### src/rtl/alu_hs_pkg.sv
// Shared opcodes, FSM states and opcode legality for the handshaked ALU.
// ALU_HS_MUL_EN enables opcode 1010 (iterative multiply) and the BUSY state.
package alu_hs_pkg;

  localparam logic [3:0] OP_ADD  = 4'b0000;
  localparam logic [3:0] OP_SUB  = 4'b0001;
  localparam logic [3:0] OP_AND  = 4'b0010;
  localparam logic [3:0] OP_OR   = 4'b0011;
  localparam logic [3:0] OP_XOR  = 4'b0100;
  localparam logic [3:0] OP_SLL  = 4'b0101;
  localparam logic [3:0] OP_SRL  = 4'b0110;
  localparam logic [3:0] OP_SRA  = 4'b0111;
  localparam logic [3:0] OP_SLT  = 4'b1000;
  localparam logic [3:0] OP_SLTU = 4'b1001;
  localparam logic [3:0] OP_MUL  = 4'b1010;

`ifdef ALU_HS_MUL_EN
  typedef enum logic [1:0] {
    IDLE = 2'd0,
    BUSY = 2'd1,
    DONE = 2'd2
  } state_t;
`else
  typedef enum logic [1:0] {
    IDLE = 2'd0,
    DONE = 2'd2
  } state_t;
`endif

  // Without the multiplier, 1010 joins the illegal range.
  function automatic logic op_is_legal(input logic [3:0] op);
`ifdef ALU_HS_MUL_EN
    return (op <= OP_MUL);
`else
    return (op < OP_MUL);
`endif
  endfunction

endpackage

### src/rtl/alu_hs_mul_seq.sv
// Shift-add multiplier, one multiplier bit per cycle, XLEN iterations.
// Instantiated by alu_hs only when ALU_HS_MUL_EN is defined.
module alu_hs_mul_seq #(
  parameter int XLEN = 32
) (
  input  logic            clk,
  input  logic            rst,
  input  logic            start,
  input  logic [XLEN-1:0] a,
  input  logic [XLEN-1:0] b,
  output logic            done,
  output logic [XLEN-1:0] product
);

  localparam int CW = $clog2(XLEN) + 1;

  logic [XLEN-1:0] mcand;
  logic [XLEN-1:0] mplier;
  logic [XLEN-1:0] acc;
  logic [CW-1:0]   count;
  logic            busy;

  // Only the low XLEN product bits are kept, so the multiplicand shifts within XLEN.
  always_ff @(posedge clk) begin
    if (rst) begin
      busy   <= 1'b0;
      count  <= '0;
      acc    <= '0;
      mcand  <= '0;
      mplier <= '0;
    end else if (start) begin
      busy   <= 1'b1;
      count  <= '0;
      acc    <= '0;
      mcand  <= a;
      mplier <= b;
    end else if (busy) begin
      if (count == CW'(XLEN)) begin
        busy <= 1'b0;
      end else begin
        if (mplier[0]) begin
          acc <= acc + mcand;
        end
        mcand  <= mcand << 1;
        mplier <= mplier >> 1;
        count  <= count + 1'b1;
      end
    end
  end

  assign done    = busy && (count == CW'(XLEN));
  assign product = acc;

endmodule

### src/rtl/alu_hs.sv
// Handshaked RV32I ALU: single-cycle datapath, IDLE/BUSY/DONE FSM, registered result.
// ALU_HS_MUL_EN adds the iterative multiplier for opcode 1010; otherwise 1010 is illegal.
module alu_hs
  import alu_hs_pkg::*;
#(
  parameter  int XLEN = 32,
  localparam int SHW  = $clog2(XLEN)
) (
  input  logic            clk,
  input  logic            rst,
  input  logic            in_valid,
  output logic            in_ready,
  input  logic [3:0]      op,
  input  logic [XLEN-1:0] a,
  input  logic [XLEN-1:0] b,
  output logic            out_valid,
  input  logic            out_ready,
  output logic [XLEN-1:0] result,
  output logic            illegal
);

  state_t          state;
  state_t          next_state;
  state_t          accept_state;
  logic            accept;
  logic            load_alu;
  logic [XLEN-1:0] alu_result;
  logic [SHW-1:0]  shamt;

  assign shamt     = b[SHW-1:0];
  assign in_ready  = !rst && ((state == IDLE) || ((state == DONE) && out_ready));
  assign accept    = in_valid && in_ready;
  assign out_valid = (state == DONE);

  always_comb begin
    alu_result = '0;
    case (op)
      OP_ADD:  alu_result = a + b;
      OP_SUB:  alu_result = a - b;
      OP_AND:  alu_result = a & b;
      OP_OR:   alu_result = a | b;
      OP_XOR:  alu_result = a ^ b;
      OP_SLL:  alu_result = a << shamt;
      OP_SRL:  alu_result = a >> shamt;
      OP_SRA:  alu_result = XLEN'($signed(a) >>> shamt);
      OP_SLT:  alu_result = XLEN'($signed(a) < $signed(b));
      OP_SLTU: alu_result = XLEN'(a < b);
      default: alu_result = '0;
    endcase
  end

`ifdef ALU_HS_MUL_EN
  logic            mul_start;
  logic            mul_done;
  logic            load_mul;
  logic [XLEN-1:0] mul_product;

  assign mul_start = accept && (accept_state == BUSY);
  assign load_mul  = (state == BUSY) && mul_done;

  alu_hs_mul_seq #(
    .XLEN(XLEN)
  ) u_mul (
    .clk    (clk),
    .rst    (rst),
    .start  (mul_start),
    .a      (a),
    .b      (b),
    .done   (mul_done),
    .product(mul_product)
  );
`endif

  always_comb begin
    accept_state = DONE;
`ifdef ALU_HS_MUL_EN
    if (op == OP_MUL) begin
      accept_state = BUSY;
    end
`endif
  end

  assign load_alu = accept && (accept_state == DONE);

  always_ff @(posedge clk) begin
    if (rst) begin
      state <= IDLE;
    end else begin
      state <= next_state;
    end
  end

  // DONE with out_ready behaves like IDLE, so a new op can be taken on the retiring edge.
  always_comb begin
    next_state = state;
    case (state)
      IDLE: begin
        if (accept) begin
          next_state = accept_state;
        end
      end
`ifdef ALU_HS_MUL_EN
      BUSY: begin
        if (mul_done) begin
          next_state = DONE;
        end
      end
`endif
      DONE: begin
        if (out_ready) begin
          next_state = accept ? accept_state : IDLE;
        end
      end
      default: next_state = IDLE;
    endcase
  end

  always_ff @(posedge clk) begin
    if (rst) begin
      result  <= '0;
      illegal <= 1'b0;
    end else if (load_alu) begin
      result  <= alu_result;
      illegal <= !op_is_legal(op);
    end
`ifdef ALU_HS_MUL_EN
    else if (load_mul) begin
      result  <= mul_product;
      illegal <= 1'b0;
    end
`endif
  end

endmodule

### config.mk
export PLATFORM = sky130hd
export DESIGN_NAME = alu_hs
export DESIGN_NICKNAME = d
export VERILOG_FILES = /design/src/rtl/alu_hs_pkg.sv /design/src/rtl/alu_hs_mul_seq.sv /design/src/rtl/alu_hs.sv
export SDC_FILE = /design/constraint.sdc
export NUM_CORES = 1
export LEC_CHECK = 0
export BUFFER_PORTS_ARGS = -buffer_cell sky130_fd_sc_hd__buf_2
export CAP_MARGIN = 20
export CORE_MARGIN = 2
export CORE_UTILIZATION = 45
export CTS_CLUSTER_DIAMETER = 40
export DETAILED_ROUTE_END_ITERATION = 12
export PLACE_DENSITY = 0.66
export SYNTH_ARGS = -nofsm -noshare
export SYNTH_HDL_FRONTEND = slang
export SYNTH_SLANG_ARGS = --single-unit
### constraint.sdc
create_clock -name clk -period 4.4 [get_ports clk]
set_input_delay 0.88 -clock clk [delete_from_list [all_inputs] [get_ports clk]]
set_output_delay 0.88 -clock clk [all_outputs]
set_load 0.03 [all_outputs]
[Word-level counts from Yosys, hierarchy flattened]
Cells that the tools add are included.
Storage, ports and cells
  logic and storage cells: 40
  input bits: 72
  flip-flop bits (word level): 35
Operators by class
  reduce and logical (&&, ||, !) cells: 9
  bitwise logic cells: 3
  add/subtract/negate cells: 2
  equal/unequal tests: 12
  magnitude comparators: 3
  muxes and demuxes: 5
  shift operators: 3
Operators by type and width (count)
  case mux 32 bit (10 select lines): 1
  less-than comparator 32 bit: 2
  adder 32 bit: 1
  AND 32 bit: 1
  OR 32 bit: 1
  left shift 32 x 5 -> 32 bit: 1
  right shift 32 x 5 -> 32 bit: 1
  >>> shifter 32 x 5 -> 32 bit: 1
  subtractor 32 bit: 1
  bitwise XOR 32 bit: 1
  == test 4 x 3 -> 1 bit (second input constant): 4
  == test 4 x 2 -> 1 bit (second input constant): 2
  == test 4 bit (second input constant): 2
  2-to-1 mux 2 bit: 3
  == test 4 x 1 -> 1 bit (second input constant): 1
  logical NOT 4 bit: 1
  less-than comparator 4 bit (second input constant): 1
  case mux 2 bit (2 select lines): 1
  logical AND 1 bit: 3
  == test 2 bit (second input constant): 1
  logical NOT 1 bit: 2
  logical NOT 2 bit: 1
  != test 2 x 1 -> 1 bit (second input constant): 1
  != test 2 bit (second input constant): 1
  2 further kinds: 2

[Logic depth before layout (Yosys ltp)]
Gate-level depths: netlist of run 1.
  depth in word-level cells: 8
  gate-level depth with buffers: 15

[Worst setup path after synthesis of run 1]
OpenSTA, ideal clock, no wires.
  kind: input -> register
  start point: input port b[1]
  end point: register result[17]
  path slack: 119 ps
  stages on the path: 15
  data arrival time: 4221 ps
  path buffers: 4
  required time: 4340 ps
  path through: buf_2 -> inv_1 -> buf_2 -> buf_2 -> buf_1 -> ha_1 -> a211oi_1 -> nor4_2 -> nor3_1 -> o21ai_2 -> a21bo_2 -> a2111oi_0 -> nor2_1 -> o221ai_1 -> a22o_1
On the way
  word-level cells in the longest chain between the ends: 2
  elaborated cells between the ends (all ways): 6
  classes of those cells: 2 x add/sub; 3 x shift; 1 x mux
Ends and longest elaborated chain
  start, declared: line alu_hs.sv:15  | input logic [XLEN-1:0] b,
  subtractor 32 bit (tied with other cells): line alu_hs.sv:39  | OP_SUB: alu_result = a - b;
  case mux 32 bit (10 select lines) (*): line alu_hs.sv:37  | case (op)
  end signal, assigned: line alu_hs.sv:123  | result <= alu_result;
  end, declared: line alu_hs.sv:18  | output logic [XLEN-1:0] result,
Mark *: on every way between the ends. The rest lies on a longest branch, timed or not.
A chain may end at the register's enable or synchronous reset.

[Worst setup path in the final report of run 1]
  start point: input port b[1]
  end point: register result[29]
Same word-level chain as after synthesis.

==> run metrics, run 1 <==
flop-to-flop setup slack 1730 ps; routability cong. 1.06; Detail Route Antenna Nets 0; fin crit period 4030 ps; design area 11200 µm²; first-pass iteration count of the detailed router 9; Avg Cell Area, Syn 6.87 µm²; Final period util 0.917; Seq/Total Area, Yosys 0.0679; hpwl dp 39.3 mm; DIE AREA 23500 µm²; Syn Nets 1631; kind of end point of the critical path flop; io pins 107; DRC 0; Area Overhead vs Synth 11.5%; Peak VDD IR 0.121 mV; final setup vio count 0; top cells by area, synth ha_1 12%, a21oi_1 7.7%, mux2i_1 7.7%; crit path to result[29]; Yosys reg bits 34; Placed Instance Area 11000 µm²; combinational share of power 0.662; CP Data Arrival Time 4210 ps; Crit Reg-Reg Startpoint state[1]; Power Density 184 nW/µm²; WP data required 4580 ps; Hold-fix buffers, CTS 0; Synth top cells by count 154 x a21oi_1, 148 x nand2_1, 135 x nor2_1; Synth top area share 0.122; Root Driver clkbuf_16; Post-Synth Simple-Gate Area 0.209; Sum Neg Setup Slack 0 ps; Syn Std Cell Area 10000 µm²; Ys Warns 0; CTS tree built; worst slew pin tran 966 ps; Crit Path Class input pin to flop; status finished, final reports clean; post-synth top area cell ha_1; Worst Hold Margin 458 ps; clock skew 5.15 ps; number of global-route vias before repair 11700; CTS H-tree lvls 2; drt via density 6.84; CP Launch Type input pin; share of layout cells above drive strength 1 0.172; Flop pwr share 0.161; post_cts resized 0; Reg clk slew, reported paths 60 ps; Setup Buffers After CTS 0; Distinct cells, synth 93; die height 153 µm; Final Core Density 0.512; maximum clock rate 0.248 GHz; Fin. Hold Viols 0; die width 153 µm; ys async rst share 0; adder and majority gate portion of the synthesized area 0.126; max_cap viols 0; first-pass GRT wire length 74.7 mm; dpl cells 1809; Slew HR 0.351; main combinational cell family by area after synthesis compound AO/OA/AOI/OAI gates; Hold Crit Class flop to flop; CTS Buf Count 5; largest net degree at the start of global routing 73; Initial Util 0.459; Final nets 1708; mux share of post-synthesis cell area 0.141; GR Util All Layers 0.413; Syn Inst Count 1459; clock latency on the worst-skew pair 290 ps; clock group share of total power 0.177; Crit. Startpoint b[1]; XOR/XNOR Fraction of Synth Area 0.00961; CTS Sinks 34; initial antenna violation count 2; CP max FO 28; reg-to-reg critical path endpoint result[20]; R2R depth 10; via count 12400; 1st-iter DRT viols 1452; Routed wire per std cell 27.4 µm; sw frac 0.515; top-count cell post-synth a21oi_1; Longest Clk Path Bufs 2; FP Rows 54; core footprint 21800 µm²; RSZ-0062 raised after global routing no; grt total ovfl 0; P_leak 0.00492 µW; Internal 999 µW; non-filler cells, final 1817; Net Sw Power 1060 µW; Most used DFF post-synth dfxtp_1; number of port buffers 106; Final Slew Violations 0; drt total wl 49.8 mm; Synth Area in Compound Gates 0.357; number of enable flip-flop cells after synthesis 0
-- power by group through the flow --
| stage | Clock (µW) | Combinational (µW) | Sequential (µW) |
|---|---|---|---|
| 2_1_floorplan | 0 | 815 | 366 |
| 3_3_place_gp | 0 | 1320 | 338 |
| 3_5_place_dp | 0 | 1310 | 339 |
| 4_1_cts | 365 | 1320 | 332 |
| 5_1_grt | 371 | 1450 | 334 |
| 6_report | 364 | 1360 | 332 |
-- layout make-up --
| type | count | area [µm²] |
|---|---|---|
| Multi-Input combinational cell | 1212 | 8480 |
| Fill cell | 2279 | 10600 |
| Clock buffer | 5 | 125 |
| Sequential cell | 34 | 681 |
| Tap cell | 280 | 350 |
| Antenna cell | 1 | 2.50 |
| Inverter | 98 | 368 |
| Clock inverter | 2 | 10.0 |
| Timing Repair Buffer | 185 | 1160 |
-- through the flow --
stage | total power, µW | worst slack (ps)
3_5_place_dp | 1650 | 261
2_1_floorplan | 1180 | 119
5_1_grt | 2160 | 318
3_3_place_gp | 1660 | 239
6_report | 2060 | 366
4_1_cts | 2020 | 550
-- layout by cell type (no fill, tap or decap), types with 7 or more instances in the layout --
| cell type | netlist | layout |
|---|---|---|
| a21oi_1 | 154 | 154 |
| or2_2 | 9 | 9 |
| nor3_1 | 34 | 34 |
| o211ai_1 | 32 | 32 |
| nor2b_1 | 11 | 11 |
| o21ai_0 | 107 | 107 |
| buf_2 | 29 | 105 |
| a22oi_1 | 12 | 12 |
| inv_1 | 96 | 95 |
| o31ai_1 | 9 | 9 |
| nor4_1 | 9 | 8 |
| o22ai_1 | 15 | 15 |
| o21bai_1 | 9 | 9 |
| a211oi_1 | 29 | 29 |
| a2111oi_0 | 8 | 8 |
| a31oi_1 | 17 | 17 |
| mux2i_1 | 77 | 77 |
| o2111ai_1 | 12 | 12 |
| mux4_2 | 18 | 18 |
| o21a_1 | 12 | 12 |
| nor2_1 | 135 | 135 |
| ha_1 | 98 | 98 |
| dfxtp_1 | 34 | 34 |
| a221o_1 | 7 | 7 |
| nand2_1 | 148 | 148 |
| and3_1 | 7 | 7 |
| nand4_1 | 13 | 13 |
| mux2_2 | 21 | 21 |
| a21o_1 | 11 | 11 |
| nand3_1 | 40 | 40 |
| xnor2_1 | 9 | 9 |
| o211a_1 | 9 | 9 |
| buf_4 | 10 | 77 |
| a221oi_1 | 22 | 22 |
-- sequential cells by signal, summed over array words and instances (netlist names) --
signal and count:
result 32, state 1, illegal 1
-- worst min-delay path by stage --
stage / depth (start not counted) / end / slack (ps) / from
after floorplan: 2 / result[22] / 580 / result[22]
after global placement: 1 / result[12] / 430 / result[12]
after detailed placement: 1 / result[12] / 440 / result[12]
after CTS: 1 / result[12] / 460 / result[12]
after global routing: 1 / result[12] / 480 / result[12]
final: 1 / result[12] / 460 / result[12]
-- worst max-delay path: stages --
cell       delay [ps]
buf_2             130
buf_4             260
nor3_1            830
mux2i_1           270
o32ai_1           220
a2111o_1          430
o21a_1            180
a2111oi_4         390
nor4b_2           280
a21oi_1            60
a221o_1           290
-- kinds of logic after synthesis --
family / Yosys count
simple gates: 450
buf+inv: 213
fa+ha+maj: 100
compound gates: 535
flops: 34
mux: 116
xor+xnor: 11
-- layer usage --
layer  GRT usage  part of all wire  vias up
li1            -                 -     5593
met1       0.537              0.40     5787
met2       0.644              0.43      859
met3      0.0680             0.096      196
met4       0.238             0.073        2
met5           0           0.00026        -
(Power assumes the default switching activity.)
==> run 2, diff against run 1 <==
Settings changed: CELL_PAD_IN_SITES_DETAIL_PLACEMENT from default to 0, CELL_PAD_IN_SITES_GLOBAL_PLACEMENT from default to 1, CORE_UTILIZATION 45 to 41, CTS_BUF_LIST from default to sky130_fd_sc_hd__clkbuf_8, PLACE_DENSITY 0.66 to default, PLACE_DENSITY_LB_ADDON from default to 0.1.
==> run 2 against run 1 <==
Combinational power is essentially flat. First-iteration DRC count fell by 6.5%. Wire length grew 1.9%. Critical path type unchanged. Largest power group unchanged. Highest routed layer unchanged.
==> run metrics, run 2 (synthesized netlist as in run 1, its figures left out) <==
Slew HR 0.321; core footprint 24200 µm²; Peak VDD IR 0.102 mV; Crit. Startpoint a[15]; WP data required 4610 ps; io pins 107; Area Overhead vs Synth 11.9%; delay of the slowest critical-path stage 570 ps; 1st-iter DRT viols 1358; crit path to result[29]; routability cong. 1.05; CP max FO 12; largest registers result (32), illegal (1), state (1); total chip power 1970 µW; commonest non-fill, non-tap cell in the layout a21oi_1; DRC 0; largest reg by FF count result; largest net degree at the start of global routing 83; clock latency on the worst-skew pair 320 ps; Worst path most repeated cell a21oi_1; Initial Util 0.415; P_leak 0.00491 µW; hpwl dp 40.1 mm; CTS Buf Count 5; CP Launch Type input pin; CTS H-tree lvls 2; die height 160 µm; Sum Neg Setup Slack 0 ps; max_cap viols 0; kind of end point of the critical path flop; Reg clk slew, reported paths 80 ps; CP Data Arrival Time 4060 ps; flop-to-flop setup slack 1440 ps; grt total ovfl 0; RSZ-0062 raised after global routing no; Setup Buffers After CTS 0; maximum clock rate 0.260 GHz; number of global-route vias before repair 11700; first-pass GRT wire length 76.0 mm; CP max stage cell ha_1; Internal 917 µW; most frequent cells in the layout 153 x a21oi_1, 148 x nand2_1, 135 x nor2_1; share of layout cells above drive strength 1 0.174; Final nets 1711; Fin. Hold Viols 0; via count 12300; clock skew 6.59 ps; reg-to-reg critical path endpoint result[2]; drt via density 6.61; Root Driver clkbuf_8; final setup vio count 0; Placed Instance Area 11100 µm²; DIE AREA 25700 µm²; CP bufs+invs 2; R2R depth 10; post_cts resized 0; Final period util 0.874; clock group share of total power 0.142; die width 160 µm; CP Cell Sequence buf_2 -> inv_1 -> ha_1 -> nand4_1 -> nor4_1 -> o21ai_0 -> and4b_1 -> o41ai_2 -> a21oi_1 -> nor4b_2 -> a21oi_1 -> a221o_1; Largest register FFs 32; drt total wl 50.8 mm; Crit Reg-Reg Startpoint state[1]; Hold Crit Class flop to flop; worst slew pin tran 1010 ps; Hold-fix buffers, CTS 0; number of port buffers 106; status finished, final reports clean; FP Rows 57; CTS tree built; Detail Route Antenna Nets 0; Power Density 176 nW/µm²; Worst Hold Margin 455 ps; GR Util All Layers 0.387; sw frac 0.536; Crit Path Class input pin to flop; fin crit period 3850 ps; Routed wire per std cell 27.2 µm; CP top delay family simple AND/OR/NAND/NOR gates; stages on the worst setup path 12; Longest Clk Path Bufs 2; combinational share of power 0.690; CTS Sinks 34; first-pass iteration count of the detailed router 6; design area 11200 µm²; Net Sw Power 1060 µW; worst setup margin 552 ps; Flop pwr share 0.168; initial antenna violation count 2; Final Slew Violations 0; DP Worst Slack 278 ps
run 2: changes by cell type in the layout (fill, tap and decap cells not counted):
cell,delta
buf_4,+3
a21oi_2,+1
inv_1,+1
clkinv_2,-1
a21oi_1,-1
clkbuf_8,+6
clkbuf_16,-5
run 2: per-layer routing:
metal  track usage  share of wire
met1         0.509           0.41
met2         0.623           0.44
met3        0.0506          0.083
met4         0.198          0.062
met5             0        0.00022
run 2: power by group through the flow:
stage                     logic, µW  clock network, µW  registers, µW
after floorplan                 815                  0            366
after global placement         1320                  0            338
after detailed placement       1320                  0            338
after CTS                      1320                284            331
after global routing           1460                292            333
final                          1360                280            332
run 2: worst min-delay path by stage:
stage	depth (start not counted)	end	slack (ps)	startpoint
2_1_floorplan	2	result[22]	580	result[22]
3_3_place_gp	1	result[12]	430	result[12]
3_5_place_dp	2	result[11]	440	result[11]
4_1_cts	2	result[11]	460	result[11]
5_1_grt	1	result[12]	480	result[12]
6_report	2	result[11]	450	result[11]
run 2: layout make-up:
type | count | area (µm²)
Fill cell | 2634 | 13000
Antenna cell | 1 | 2.50
Tap cell | 324 | 405
Timing Repair Buffer | 188 | 1190
Sequential cell | 34 | 681
Multi-Input combinational cell | 1212 | 8480
Clock buffer | 6 | 82.6
Clock inverter | 2 | 8.76
Inverter | 98 | 368
run 2: worst register-to-register path: cells and delay by family, from the launching register on:
kind | cells | cell delay, ps
AOI/OAI and AO/OA | 5 | 1140
and+or+nand+nor | 4 | 990
buffers and inverters | 1 | 380
DFF | 1 | 320
run 2: through the flow:
step,cells,util
floorplan,1459,-
finish,1865,0.464
CTS,1864,0.464
global placement,1856,0.460
global route,1864,0.464
detailed placement,1856,0.460
